### config.mk
export PLATFORM = sky130hd
export DESIGN_NAME = axilite_master
export DESIGN_NICKNAME = d
export VERILOG_FILES = /design/src/rtl/axilite_pkg.sv /design/src/rtl/axilite_watchdog.sv /design/src/rtl/axilite_master.sv
export SDC_FILE = /design/constraint.sdc
export NUM_CORES = 1
export LEC_CHECK = 0
export CAP_MARGIN = 20
export CORE_MARGIN = 4
export CORE_UTILIZATION = 40
export DETAILED_ROUTE_END_ITERATION = 6
export GPL_ROUTABILITY_DRIVEN = 0
export PLACE_DENSITY = 0.82
export SYNTH_ARGS = -nofsm -noshare
export SYNTH_HDL_FRONTEND = slang
export SYNTH_HIERARCHICAL = 1
export SYNTH_SLANG_ARGS = --single-unit
### constraint.sdc
create_clock -name AXI_ACLK -period 3.25 [get_ports AXI_ACLK]
set_input_delay 0.4875 -clock AXI_ACLK [delete_from_list [all_inputs] [get_ports AXI_ACLK]]
set_output_delay 0.4875 -clock AXI_ACLK [all_outputs]
set_load 0.02 [all_outputs]
### src/rtl/axilite_pkg.sv
// Shared AXI4-Lite types for the master and slave register-bank blocks.
package axilite_pkg;

  localparam int unsigned AXI_DATA_WIDTH = 32;

  typedef enum logic [1:0] {
    RespOkay   = 2'b00,
    RespExOkay = 2'b01,
    RespSlvErr = 2'b10,
    RespDecErr = 2'b11
  } axi_resp_t;

  typedef enum logic [2:0] {
    StIdle,
    StWr,
    StRd,
    StRsp,
    StDrain
  } master_state_t;

endpackage

### src/rtl/axilite_watchdog.sv
// Saturating response watchdog: hit fires in the cycle the count steps onto RESP_TIMEOUT-1.
module axilite_watchdog #(
  parameter int unsigned RESP_TIMEOUT = 32
) (
  input  logic clk,
  input  logic rst,
  input  logic clear,
  input  logic enable,
  output logic hit
);

  localparam int unsigned CW = $clog2(RESP_TIMEOUT) + 1;
  localparam logic [CW-1:0] Limit = CW'(RESP_TIMEOUT - 1);

  logic [CW-1:0] count_q, count_d;

  always_comb begin
    count_d = count_q;
    if (clear) begin
      count_d = '0;
    end else if (enable && (count_q != Limit)) begin
      count_d = count_q + CW'(1);
    end
  end

  // Stays asserted once saturated so a held enable keeps reporting the timeout.
  assign hit = enable && !clear && (count_d == Limit);

  always_ff @(posedge clk or posedge rst) begin
    if (rst) begin
      count_q <= '0;
    end else begin
      count_q <= count_d;
    end
  end

endmodule

### src/rtl/axilite_master.sv
// AXI4-Lite initiator: one outstanding single-beat read or write, with watchdog DECERR
// and a drain phase that absorbs the late bus response after a timeout.
module axilite_master
  import axilite_pkg::*;
#(
  parameter int unsigned AXI_ADDRESS_WIDTH = 16,
  parameter int unsigned RESP_TIMEOUT      = 32
) (
  input  logic                          AXI_ACLK,
  input  logic                          AXI_RESET,
  input  logic                          cmd_valid,
  output logic                          cmd_ready,
  input  logic                          cmd_write,
  input  logic [AXI_ADDRESS_WIDTH-1:0]  cmd_addr,
  input  logic [AXI_DATA_WIDTH-1:0]     cmd_wdata,
  input  logic [AXI_DATA_WIDTH/8-1:0]   cmd_wstrb,
  output logic                          rsp_valid,
  input  logic                          rsp_ready,
  output logic [AXI_DATA_WIDTH-1:0]     rsp_rdata,
  output logic [1:0]                    rsp_resp,
  output logic                          rsp_timeout,
  output logic                          AXI_AWVALID,
  output logic [AXI_ADDRESS_WIDTH-1:0]  AXI_AWADDR,
  input  logic                          AXI_AWREADY,
  output logic                          AXI_WVALID,
  output logic [AXI_DATA_WIDTH-1:0]     AXI_WDATA,
  output logic [AXI_DATA_WIDTH/8-1:0]   AXI_WSTRB,
  input  logic                          AXI_WREADY,
  input  logic                          AXI_BVALID,
  input  logic [1:0]                    AXI_BRESP,
  output logic                          AXI_BREADY,
  output logic                          AXI_ARVALID,
  output logic [AXI_ADDRESS_WIDTH-1:0]  AXI_ARADDR,
  input  logic                          AXI_ARREADY,
  input  logic                          AXI_RVALID,
  input  logic [1:0]                    AXI_RRESP,
  input  logic [AXI_DATA_WIDTH-1:0]     AXI_RDATA,
  output logic                          AXI_RREADY
);

  localparam logic [AXI_ADDRESS_WIDTH-1:0] AddrLsbMask = AXI_ADDRESS_WIDTH'(3);

  master_state_t                   state_q, state_d;
  logic [AXI_ADDRESS_WIDTH-1:0]    addr_q, addr_d;
  logic [AXI_DATA_WIDTH-1:0]       wdata_q, wdata_d;
  logic [AXI_DATA_WIDTH/8-1:0]     wstrb_q, wstrb_d;
  logic aw_pend_q, aw_pend_d, w_pend_q, w_pend_d, ar_pend_q, ar_pend_d;
  logic b_pend_q, b_pend_d, r_pend_q, r_pend_d, drain_pend_q, drain_pend_d;
  logic [AXI_DATA_WIDTH-1:0]       rsp_rdata_q, rsp_rdata_d;
  axi_resp_t                       rsp_resp_q, rsp_resp_d;
  logic                            rsp_timeout_q, rsp_timeout_d;

  logic accept, b_hs, r_hs, wd_en, wd_hit, any_pend;

  assign cmd_ready = (state_q == StIdle) && !AXI_RESET;
  assign accept    = cmd_valid && cmd_ready;
  assign b_hs      = b_pend_q && AXI_BVALID;
  assign r_hs      = r_pend_q && AXI_RVALID;
  assign wd_en     = (state_q == StWr) || (state_q == StRd);
  assign any_pend  = aw_pend_q || w_pend_q || ar_pend_q || b_pend_q || r_pend_q;

  axilite_watchdog #(
    .RESP_TIMEOUT (RESP_TIMEOUT)
  ) u_watchdog (
    .clk    (AXI_ACLK),
    .rst    (AXI_RESET),
    .clear  (accept),
    .enable (wd_en),
    .hit    (wd_hit)
  );

  always_comb begin
    state_d       = state_q;
    addr_d        = addr_q;
    wdata_d       = wdata_q;
    wstrb_d       = wstrb_q;
    // Each flag retires on its own handshake regardless of FSM state.
    aw_pend_d     = aw_pend_q && !AXI_AWREADY;
    w_pend_d      = w_pend_q && !AXI_WREADY;
    ar_pend_d     = ar_pend_q && !AXI_ARREADY;
    b_pend_d      = b_pend_q && !AXI_BVALID;
    r_pend_d      = r_pend_q && !AXI_RVALID;
    drain_pend_d  = drain_pend_q;
    rsp_rdata_d   = rsp_rdata_q;
    rsp_resp_d    = rsp_resp_q;
    rsp_timeout_d = rsp_timeout_q;

    case (state_q)
      StIdle: begin
        if (accept) begin
          addr_d  = cmd_addr & ~AddrLsbMask;
          wdata_d = cmd_wdata;
          wstrb_d = cmd_wstrb;
          if (cmd_write) begin
            aw_pend_d = 1'b1;
            w_pend_d  = 1'b1;
            b_pend_d  = 1'b1;
            state_d   = StWr;
          end else begin
            ar_pend_d = 1'b1;
            r_pend_d  = 1'b1;
            state_d   = StRd;
          end
        end
      end
      StWr: begin
        if (b_hs) begin
          rsp_resp_d    = axi_resp_t'(AXI_BRESP);
          rsp_rdata_d   = '0;
          rsp_timeout_d = 1'b0;
          state_d       = StRsp;
        end else if (wd_hit) begin
          rsp_resp_d    = RespDecErr;
          rsp_rdata_d   = '0;
          rsp_timeout_d = 1'b1;
          drain_pend_d  = 1'b1;
          state_d       = StRsp;
        end
      end
      StRd: begin
        if (r_hs) begin
          rsp_resp_d    = axi_resp_t'(AXI_RRESP);
          rsp_rdata_d   = AXI_RDATA;
          rsp_timeout_d = 1'b0;
          state_d       = StRsp;
        end else if (wd_hit) begin
          rsp_resp_d    = RespDecErr;
          rsp_rdata_d   = '0;
          rsp_timeout_d = 1'b1;
          drain_pend_d  = 1'b1;
          state_d       = StRsp;
        end
      end
      StRsp: begin
        if (rsp_ready) begin
          state_d = drain_pend_q ? StDrain : StIdle;
        end
      end
      StDrain: begin
        if (!any_pend) begin
          drain_pend_d = 1'b0;
          state_d      = StIdle;
        end
      end
      default: state_d = StIdle;
    endcase
  end

  always_ff @(posedge AXI_ACLK or posedge AXI_RESET) begin
    if (AXI_RESET) begin
      state_q       <= StIdle;
      addr_q        <= '0;
      wdata_q       <= '0;
      wstrb_q       <= '0;
      aw_pend_q     <= 1'b0;
      w_pend_q      <= 1'b0;
      ar_pend_q     <= 1'b0;
      b_pend_q      <= 1'b0;
      r_pend_q      <= 1'b0;
      drain_pend_q  <= 1'b0;
      rsp_rdata_q   <= '0;
      rsp_resp_q    <= RespOkay;
      rsp_timeout_q <= 1'b0;
    end else begin
      state_q       <= state_d;
      addr_q        <= addr_d;
      wdata_q       <= wdata_d;
      wstrb_q       <= wstrb_d;
      aw_pend_q     <= aw_pend_d;
      w_pend_q      <= w_pend_d;
      ar_pend_q     <= ar_pend_d;
      b_pend_q      <= b_pend_d;
      r_pend_q      <= r_pend_d;
      drain_pend_q  <= drain_pend_d;
      rsp_rdata_q   <= rsp_rdata_d;
      rsp_resp_q    <= rsp_resp_d;
      rsp_timeout_q <= rsp_timeout_d;
    end
  end

  assign rsp_valid   = (state_q == StRsp);
  assign rsp_rdata   = rsp_rdata_q;
  assign rsp_resp    = rsp_resp_q;
  assign rsp_timeout = rsp_timeout_q;

  assign AXI_AWVALID = aw_pend_q;
  assign AXI_AWADDR  = addr_q;
  assign AXI_WVALID  = w_pend_q;
  assign AXI_WDATA   = wdata_q;
  assign AXI_WSTRB   = wstrb_q;
  assign AXI_BREADY  = b_pend_q;
  assign AXI_ARVALID = ar_pend_q;
  assign AXI_ARADDR  = addr_q;
  assign AXI_RREADY  = r_pend_q;

endmodule
; Word-level counts from Yosys, hierarchy flattened
; Index checks and enable logic that the tools add are counted.
[word_totals]
wordCells = 99
ff_bits = 100
input_bits = 98
[classes]
reduce_logical = 30
n_addsub = 1
eq_ne = 11
muxes = 43
[op_table]
columns = cell, n
row1 = $mux 32, 3
row2 = $pmux 32 s2, 1
row3 = $mux 1, 22
row4 = $mux 3, 7
row5 = $pmux 3 s5, 1
row6 = $logic_and 1x1->1, 12
row7 = $mux 6, 2
row8 = $mux 2, 4
row9 = $logic_not 1->1, 7
row10 = $add 6x1->6 const B, 1
row11 = $eq 3x2->1 const B, 2
row12 = $eq 6x5->1 const B, 1
row13 = $ne 2x2->1 const B, 3
row14 = $ne 6x5->1 const B, 1
row15 = $logic_or 1x1->1, 5
row16 = $ne 2x1->1 const B, 2
row17 = $pmux 2 s2, 1
row18 = $reduce_and 4->1, 1
row19 = $eq 3x1->1 const B, 1
row20 = $eq 3x3->1 const B, 1
row21 = $logic_not 3->1, 1
row22 = $pmux 1 s3, 1
row23 = $reduce_and 3->1, 1
row24 = $reduce_bool 3->1, 1
row25 = other kinds (3), 3

; Depth between registers and ports, before layout
; Gate-level depths: netlist of run 1.
[depth]
word_depth = 10
depth_mapped = 14
depth_no_buf = 9

; Modules after synthesis
; Netlist of run 1, hierarchy kept.
[by_module_without_submodules]
columns = module, seq_area_each_um2, area_each_um2, cells_per_inst, instances
row1 = axilite_master, 2352.3, 3797.4, 373, 1
row2 = axilite_watchdog, 150.1, 410.4, 42, 1

; Least setup slack after synthesis of run 1
; OpenSTA, ideal clock, no wires.
[synth_path]
kind = input -> register
from = input AXI_RESET
to = register rsp_resp_q[0], in the netlist rsp_resp[0]
arrival_ps = 2846
cell_stages = 14
setup_time_ps = 148
slack_ps = 256
cell_sequence = nand2b_1 -> or4_1 -> clkbuf_1 -> inv_2 -> buf_2 -> clkbuf_1 -> nor2b_1 -> mux2_2 -> nor4b_2 -> o21ai_0 -> o21a_1 -> buf_6 -> buf_6 -> a22oi_2
[synth_via]
elab_chain_len = 9
word_cells_on_any_way = 12
[synth_rtl]
columns = element, line
row1 = from (decl), axilite_master.sv:10  ; input logic AXI_RESET,
row2 = $logic_not 1->1 (no line) *, n/a
row3 = $logic_and 1x1->1 *, axilite_master.sv:55  ; assign cmd_ready = (state_q == StIdle) && !AXI_RESET;
row4 = $logic_and 1x1->1 *, axilite_master.sv:56  ; assign accept = cmd_valid && cmd_ready;
row5 = net accept, axilite_master.sv:53  ; logic accept, b_hs, r_hs, wd_en, wd_hit, any_pend;
row6 = $mux 6 *, axilite_watchdog.sv:19  ; if (clear) begin
row7 = net u_watchdog.count_d[4], axilite_watchdog.sv:15  ; logic [CW-1:0] count_q, count_d;
row8 = $eq 6x5->1 *, axilite_watchdog.sv:27  ; assign hit = enable && !clear && (count_d == Limit);
row9 = $logic_and 1x1->1 *, axilite_watchdog.sv:27
row10 = net wd_hit, axilite_master.sv:53
row11 = $mux 2 *, n/a
row12 = $mux 2 (on tied branches), n/a
row13 = $pmux 2 s2 *, n/a
row14 = to (signal assigned), axilite_master.sv:162  ; rsp_resp_q <= RespOkay;
row15 = to (signal assigned), axilite_master.sv:176  ; rsp_resp_q <= rsp_resp_d;
row16 = to (decl), axilite_master.sv:50  ; axi_resp_t rsp_resp_q, rsp_resp_d;
; The timed path passes the listed nets; every way through them passes the cells marked *.
; A chain may end at the register's enable or synchronous reset.

; Final worst setup path of run 1
[layout_path]
from = register state_q[0]
to = register rsp_rdata_q[1], in the netlist rsp_rdata[1]
[layout_via]
elab_chain_len = 10
word_cells_on_any_way = 18
[layout_rtl]
columns = element, line
row1 = from (decl), axilite_master.sv:43  ; master_state_t state_q, state_d;
row2 = from (signal assigned), axilite_master.sv:151  ; state_q <= StIdle;
row3 = from (signal assigned), axilite_master.sv:165  ; state_q <= state_d;
row4 = $eq 3x1->1 / $eq 3x2->1 (equally long branches), axilite_master.sv:59  ; assign wd_en = (state_q == StWr) || (state_q == StRd);
row5 = $logic_or 1x1->1 *, axilite_master.sv:59
row6 = net wd_en, axilite_master.sv:53
row7 = $logic_and 1x1->1, axilite_watchdog.sv:21  ; end else if (enable && (count_q != Limit)) begin
row8 = $mux 6, axilite_watchdog.sv:21
row9 = $mux 6, axilite_watchdog.sv:19
row10 = $eq 6x5->1, axilite_watchdog.sv:27
row11 = $logic_and 1x1->1 *, axilite_watchdog.sv:27
row12 = net wd_hit, axilite_master.sv:53
row13 = $mux 32 *, n/a
row14 = $mux 32 (on tied branches), n/a
row15 = $pmux 32 s2 *, axilite_master.sv:88  ; case (state_q)
row16 = to (signal assigned), axilite_master.sv:175  ; rsp_rdata_q <= rsp_rdata_d;
row17 = to (decl), axilite_master.sv:49  ; logic [AXI_DATA_WIDTH-1:0] rsp_rdata_q, rsp_rdata_d;
; Marked as above.

==> PnR_summary.wiki, run 1 <==
{| class="wikitable"
! Metric !! Value
|-
| Syn Area/Cell || 10.1 sq um
|-
| CTS tree || done
|-
| Number of cell instances on the worst register-to-register path || 9
|-
| Fin Clk Skew || 0.0106 ns
|-
| Unrepaired setup endpoints after global routing || no
|-
| Launch point of the worst path || state_q[0]
|-
| Async S/R FF share, synth || 100%
|-
| Vias post-DR || 3569
|-
| Global-route usage over all layers || 19.2%
|-
| Ranking of synthesized cells by instance count || sky130_fd_sc_hd__nand2_1, sky130_fd_sc_hd__dfrtp_1, sky130_fd_sc_hd__a22o_1
|-
| Post-synth top area share || 59.5%
|-
| Endpoint of the lowest-slack register-to-register path || rsp_rdata[1]
|-
| Number of buffers created by CTS || 9
|-
| Run status || finished clean
|-
| Setup TNS after final layout || 0 ns
|-
| Peak supply drop || 0.424 mV
|-
| Total setup violations reported at the end of the flow || 0
|-
| Total congestion overflow after global routing || 0
|-
| Root cell of the clock tree || sky130_fd_sc_hd__clkbuf_8
|-
| Maximum fanout along the worst path || 34
|-
| Final worst path period share || 89.1%
|-
| Dominant synthesized flop cell || sky130_fd_sc_hd__dfrtp_1
|-
| Antenna violations before repair || 0
|-
| Dominant cell type by area after synthesis || sky130_fd_sc_hd__dfrtp_1
|-
| Count of boundary I/O pins || 208
|-
| Wire length per cell || 16.0 microns
|-
| Maxcap violations || 0
|-
| Width of the die || 111 microns
|-
| Data arrival time of the critical path || 3.15 ns
|-
| Top cells by area in the synthesized netlist || sky130_fd_sc_hd__dfrtp_1, sky130_fd_sc_hd__nand2_1, sky130_fd_sc_hd__a22o_1
|-
| Startpoint Class || flip-flop
|-
| Static power due to leakage || 2.96 nW
|-
| Reg-to-reg startpoint || state_q[0]
|-
| H-Tree Level Count || 3
|-
| Synth Register Bits || 100
|-
| Relative slew slack || 63.0%
|-
| Resize count post-CTS || 0
|-
| Post-Route Utilization || 62.3%
|-
| Initial core utilization || 40.9%
|-
| Buffers inserted during post-CTS setup optimization || 0
|-
| Minimum setup slack among reg-to-reg paths || 0.35 ns
|-
| Global-route wire length before repair || 19100 microns
|-
| Final slew viol count || 0
|-
| Post-synth EDFFs || 0
|-
| Area added between synthesis and finish || 52.1%
|-
| Router iterations before antenna repair || 4
|-
| Required time worst endpoint || 3.50 ns
|-
| Critical path capture point || rsp_rdata[1]
|-
| Count of synthesis-stage warnings from yosys || 6
|-
| Number of design-rule violations left by the first detailed-router iteration || 260
|-
| Final WL || 11800 microns
|-
| Routed via count divided by cell count || 4.83
|-
| PortBufs || 201
|-
| Fraction of the yosys area taken by sequential cells || 59.5%
|-
| Number of buffers inserted for hold repair after clock tree synthesis || 0
|-
| Remaining antenna violation count || 0
|-
| Maximum number of pins on one net before global-route repair || 56
|-
| Final worst-path setup slack || 0.353 ns
|-
| Final routed DRC violation total || 0
|-
| Vias in the first global route || 3638
|-
| Diode insertion count for antenna repair || 0
|-
| Standard-cell row count || 37
|-
| Core area || 10300 sq um
|-
| Worst Path Class, Setup || flip-flop to flip-flop
|-
| Final critical-path required period || 2.90 ns
|-
| Synthesized area || 4210 sq um
|-
| Transition time at the pin with the least slew margin || 0.555 ns
|-
| Layout filler cell count || 858
|-
| Power per unit of standard cell area || 957 nW/um^2
|-
| Fraction of layout cells with a size suffix above 1 || 5.97%
|-
| Clk sink count || 100
|-
| Total die area || 12200 sq um
|-
| Count of final hold-check violations || 0
|-
| CP Capture Type || flip-flop
|-
| HPWL after detailed placement || 8750 microns
|-
| Placed insts || 724
|-
| Die height || 111 microns
|-
| Synth cell types || 46
|-
| Setup Slack @ Placement || 0.157 ns
|-
| Count of placed standard cells in the final layout, fillers left out || 739
|-
| Latest clock arrival within the worst-skew pair || 0.36 ns
|-
| Most used standard cell by instance count after synthesis || sky130_fd_sc_hd__nand2_1
|-
| Class of the tightest hold or removal check || flip-flop to flip-flop
|-
| Maximum clock insertion buffer count || 2
|-
| Clock transition at path regs || 0.10 ns
|-
| Hold slack || 0.484 ns
|-
| Total number of nets in the final design || 698
|-
| Number of instances in the synthesized netlist || 415
|-
| Top achievable clock speed || 345 MHz
|}
==> layer usage <==
metal / part of all wire, % / global-route usage, %
met1: 43 / 23.7
met2: 51 / 33.8
met3: 5.2 / 4.93
met4: 1.1 / 4.52
met5: 0 / 0
==> worst max-delay path: stages, from the launching register on <==
cell                      delay [ns]
sky130_fd_sc_hd__dfrtp_1        0.52
sky130_fd_sc_hd__xnor2_1        0.19
sky130_fd_sc_hd__nor2_1         0.43
sky130_fd_sc_hd__and4_1         0.34
sky130_fd_sc_hd__a41oi_1        0.08
sky130_fd_sc_hd__nor4b_2        0.53
sky130_fd_sc_hd__a21oi_1        0.10
sky130_fd_sc_hd__o21a_1         0.22
sky130_fd_sc_hd__buf_12         0.17
sky130_fd_sc_hd__a22o_1         0.19
==> placed cells by master (no fill, tap or decap), types with 5 or more instances in the layout <==
cell,synthesis,final
sky130_fd_sc_hd__clkdlybuf4s50_1,0,201
sky130_fd_sc_hd__nand2_1,156,156
sky130_fd_sc_hd__dfrtp_1,100,100
sky130_fd_sc_hd__a22o_1,32,32
sky130_fd_sc_hd__clkbuf_8,0,9
sky130_fd_sc_hd__a21oi_1,8,8
sky130_fd_sc_hd__inv_1,9,8
sky130_fd_sc_hd__buf_4,18,7
sky130_fd_sc_hd__nor2_1,7,6
sky130_fd_sc_hd__o21ai_0,6,6
sky130_fd_sc_hd__nor3b_1,5,5
sky130_fd_sc_hd__nor2b_1,5,5
==> metrics by stage <==
stage | instance area [sq um] | power (W)
after global placement | 6230 | 0.00535
after detailed placement | 6230 | 0.00546
final | 6400 | 0.00613
after floorplan | 4220 | 0.00392
after CTS | 6400 | 0.00619
after global routing | 6400 | 0.00649
==> layout make-up <==
cell class | instances | area [sq um] | share of cell area (%)
clock inverters | 5 | 40.0 | 0.626
flip-flops and latches | 100 | 2500 | 39.1
clock buffers | 10 | 128 | 1.99
well taps | 136 | 170 | 2.66
multi-input cells | 268 | 1420 | 22.1
inverters | 10 | 40.0 | 0.626
repair buffers | 210 | 2100 | 32.9
==> power by group <==
part | internal [W] | leakage, nW | switching (W)
Combinational | 0.00159 | 1.61 | 0.00163
Sequential | 0.00181 | 1.28 | 0.000389
Clock | 0.000277 | 0.0746 | 0.000430
==> flip-flops by register name (all words and copies together) (netlist names) <==
signal	cells
AXI_RREADY	1
AXI_WVALID	1
AXI_BREADY	1
u_watchdog/count_q	6
rsp_rdata	32
AXI_ARADDR	14
rsp_timeout	1
AXI_ARVALID	1
AXI_WSTRB	4
AXI_AWVALID	1
state_q	3
rsp_resp	2
drain_pend_q	1
AXI_WDATA	32
==> cells by family after synthesis <==
family | count (synthesis) | synth area share [%]
buffers and inverters | 50 | 7.26
and+or+nand+nor | 197 | 20.3
AOI/OAI and AO/OA | 60 | 11.0
DFF | 100 | 59.5
adders and majority gates | 1 | 0.297
xor gates and xnor gates | 2 | 0.416
muxes | 4 | 1.22
other | 1 | 0.0891
==> how the worst min path moves through the flow <==
| stage | startpoint | to | depth (start not counted) | slack (ns) |
|---|---|---|---|---|
| after floorplan | AXI_RESET | u_watchdog/count_q[0] | 1 | 0.28 |
| after global placement | AXI_WDATA[25] | AXI_WDATA[25] | 2 | 0.46 |
| after detailed placement | AXI_WDATA[15] | AXI_WDATA[15] | 2 | 0.46 |
| after CTS | AXI_WDATA[15] | AXI_WDATA[15] | 2 | 0.49 |
| after global routing | AXI_WDATA[27] | AXI_WDATA[27] | 2 | 0.50 |
| final | AXI_WDATA[26] | AXI_WDATA[26] | 2 | 0.48 |
Note: power is estimated with default switching activity, not from simulation.
==> inputs of run 2 (changes only) <==
Settings changed: CORE_UTILIZATION 40 to 30, CTS_CLUSTER_SIZE from default to 10, PLACE_DENSITY 0.82 to 0.65.
==> run 2 against run 1 <==
Cell area rose by 3.2%. Hold slack got worse by 0.011 ns. Power rose by 6.3%. Wire length rose by 0.73%. Final cell count rose by 6.4%. Critical path type is now primary input to flip-flop.
==> PnR_summary.wiki, run 2 (synthesis gave the netlist of run 1 again) <==
{| class="wikitable"
! Metric !! Value
|-
| Startpoint Class || primary input
|-
| Final worst path period share || 85.6% (-3.6 points)
|-
| Commonest non-fill, non-tap cells in the layout || sky130_fd_sc_hd__clkdlybuf4s50_1, sky130_fd_sc_hd__nand2_1, sky130_fd_sc_hd__dfrtp_1
|-
| Final slew viol count || 0 (unchanged)
|-
| Maximum cell stage delay along the critical path || 0.58 ns (+0.05 ns)
|-
| Fraction of layout cells with a size suffix above 1 || 6.60% (+0.63 points)
|-
| Vias post-DR || 3581 (+0.34%)
|-
| Buffers inserted during post-CTS setup optimization || 0 (unchanged)
|-
| Run status || finished clean
|-
| Cell family with the largest share of critical-path delay || simple AND/OR/NAND/NOR gates
|-
| Unrepaired setup endpoints after global routing || no
|-
| Clock transition at path regs || 0.07 ns (-0.03 ns)
|-
| Final worst-path setup slack || 0.469 ns (+0.116 ns)
|-
| Maxcap violations || 0 (unchanged)
|-
| Final critical-path required period || 2.78 ns (-0.116 ns)
|-
| HPWL after detailed placement || 8800 microns (+0.57%)
|-
| Global-route usage over all layers || 14.9% (-4.3 points)
|-
| Total setup violations reported at the end of the flow || 0 (unchanged)
|-
| Area of placed instances || 6290 sq um (+0.92%)
|-
| H-Tree Level Count || 3 (unchanged)
|-
| Total number of nets in the final design || 700 (+0.29%)
|-
| Highest-delay cell along the critical path || sky130_fd_sc_hd__or4_2
|-
| Number of buffers inserted for hold repair after clock tree synthesis || 0 (unchanged)
|-
| Diode insertion count for antenna repair || 0 (unchanged)
|-
| Width of the die || 126 microns (+14%)
|-
| Maximum fanout along the worst path || 34 (unchanged)
|-
| Die height || 126 microns (+14%)
|-
| Worst Path Class, Setup || primary input to flip-flop
|-
| Antenna violations before repair || 0 (unchanged)
|-
| Power per unit of standard cell area || 987 nW/um^2 (+3.1%)
|-
| Maximum number of pins on one net before global-route repair || 60 (+7.1%)
|-
| Class of the tightest hold or removal check || flip-flop to flip-flop
|-
| Relative slew slack || 55.6% (-7.4 points)
|-
| Chain of cells forming the critical path || clkdlybuf4s50_1 -> nand2b_1 -> or4_2 -> inv_2 -> a21oi_1 -> mux2_2 -> nor4b_2 -> o21ai_0 -> o21a_1 -> buf_12 -> a22o_1
|-
| PortBufs || 201 (unchanged)
|-
| Resize count post-CTS || 0 (unchanged)
|-
| Global-route wire length before repair || 19300 microns (+0.58%)
|-
| Number of buffer and inverter instances along the worst setup path || 3 (+2)
|-
| Required time worst endpoint || 3.53 ns (+0.03 ns)
|-
| Count of boundary I/O pins || 208 (unchanged)
|-
| Count of final hold-check violations || 0 (unchanged)
|-
| Maximum clock insertion buffer count || 2 (unchanged)
|-
| Setup TNS after final layout || 0 ns (unchanged)
|-
| Core area || 13800 sq um (+35%)
|-
| Top achievable clock speed || 360 MHz (+4.2%)
|-
| Total congestion overflow after global routing || 0 (unchanged)
|-
| CP Capture Type || flip-flop
|-
| Peak supply drop || 0.401 mV (-5.5%)
|-
| Data arrival time of the critical path || 3.06 ns (-0.09 ns)
|-
| Setup Slack @ Placement || 0.104 ns (-0.0531 ns)
|-
| Most common cell after layout, fill and taps aside || sky130_fd_sc_hd__clkdlybuf4s50_1
|-
| Number of design-rule violations left by the first detailed-router iteration || 248 (-4.6%)
|-
| Static power due to leakage || 3.04 nW (+2.8%)
|-
| Clk sink count || 100 (unchanged)
|-
| Cell area after layout || 6600 sq um (+3.2%)
|-
| Fin Clk Skew || 0.00689 ns (-0.00371 ns)
|-
| Final routed DRC violation total || 0 (unchanged)
|-
| Final WL || 11900 microns (+0.73%)
|-
| Total die area || 16000 sq um (+31%)
|-
| Standard-cell row count || 43 (+16%)
|-
| Remaining antenna violation count || 0 (unchanged)
|-
| Initial core utilization || 30.4% (-11 points)
|-
| Routed via count divided by cell count || 4.56 (-5.7%)
|-
| Root cell of the clock tree || sky130_fd_sc_hd__clkbuf_16
|-
| Vias in the first global route || 3668 (+0.82%)
|-
| CTS tree || done
|-
| Router iterations before antenna repair || 4 (unchanged)
|-
| Area added between synthesis and finish || 56.9%
|-
| Post-Route Utilization || 47.8% (-15 points)
|-
| Number of buffers created by CTS || 9 (unchanged)
|-
| Transition time at the pin with the least slew margin || 0.665 ns (+0.110 ns)
|-
| Wire length per cell || 15.2 microns (-5.3%)
|-
| Latest clock arrival within the worst-skew pair || 0.34 ns (-0.02 ns)
|}
## run 2: stage by stage
stage	instances	power (W)	hold slack (ns)
2_1_floorplan	418	0.00392	0.278
5_1_grt	786	0.00692	0.509
6_report	786	0.00651	0.473
4_1_cts	786	0.00661	0.479
3_3_place_gp	770	0.00539	0.459
3_5_place_dp	770	0.00547	0.462
## run 2: worst paths after layout
kind | start | end | slack [ns] | cells past startpoint
max | AXI_RESET | rsp_rdata[27] | 0.47 | 11
min | AXI_WSTRB[2] | AXI_WSTRB[2] | 0.47 | 2
max reg2reg | state_q[2] | rsp_rdata[27] | 0.50 | 8
min reg2reg | AXI_WSTRB[2] | AXI_WSTRB[2] | 0.47 | 2
max in group asynchronous | AXI_RESET | rsp_rdata[15] | 1.83 | 4
min in group asynchronous | AXI_RESET | u_watchdog/count_q[4] | 0.53 | 3
## run 2: layout make-up
type	instances	area [sq um]
clock inverters	5	60.1
clock buffers	11	253
flip-flops and latches	100	2500
multi-input cells	268	1420
repair buffers	212	2110
fillers	1243	7220
well taps	180	225
inverters	10	40.0
## run 2: worst register-to-register path: cells and delay by family, from the launching register on
family / cells / cell delay (ns)
AND/OR/NAND/NOR: 3 / 1.33
flip-flops: 1 / 0.49
buffers and inverters: 1 / 0.17
AO/OA/AOI/OAI: 4 / 0.65
## run 2: per-layer routing
| layer | wire length [microns] | vias to the layer above | track usage (%) | share of wire [%] |
|---|---|---|---|---|
| li1 | - | 1721 | - | - |
| met1 | 4980 | 1719 | 18.6 | 42 |
| met2 | 5920 | 128 | 25.1 | 50 |
| met4 | 152 | 0 | 3.85 | 1.3 |
| met3 | 875 | 13 | 4.88 | 7.3 |
| met5 | 0 | - | 0 | 0 |
## run 2: power breakdown
part	internal (W)	total, W	leakage (nW)	switching [W]
clock	0.000640	0.00110	0.152	0.000463
sequential	0.00181	0.00218	1.28	0.000372
combinational	0.00160	0.00323	1.62	0.00163
total	0.00405	0.00651	3.04	0.00247
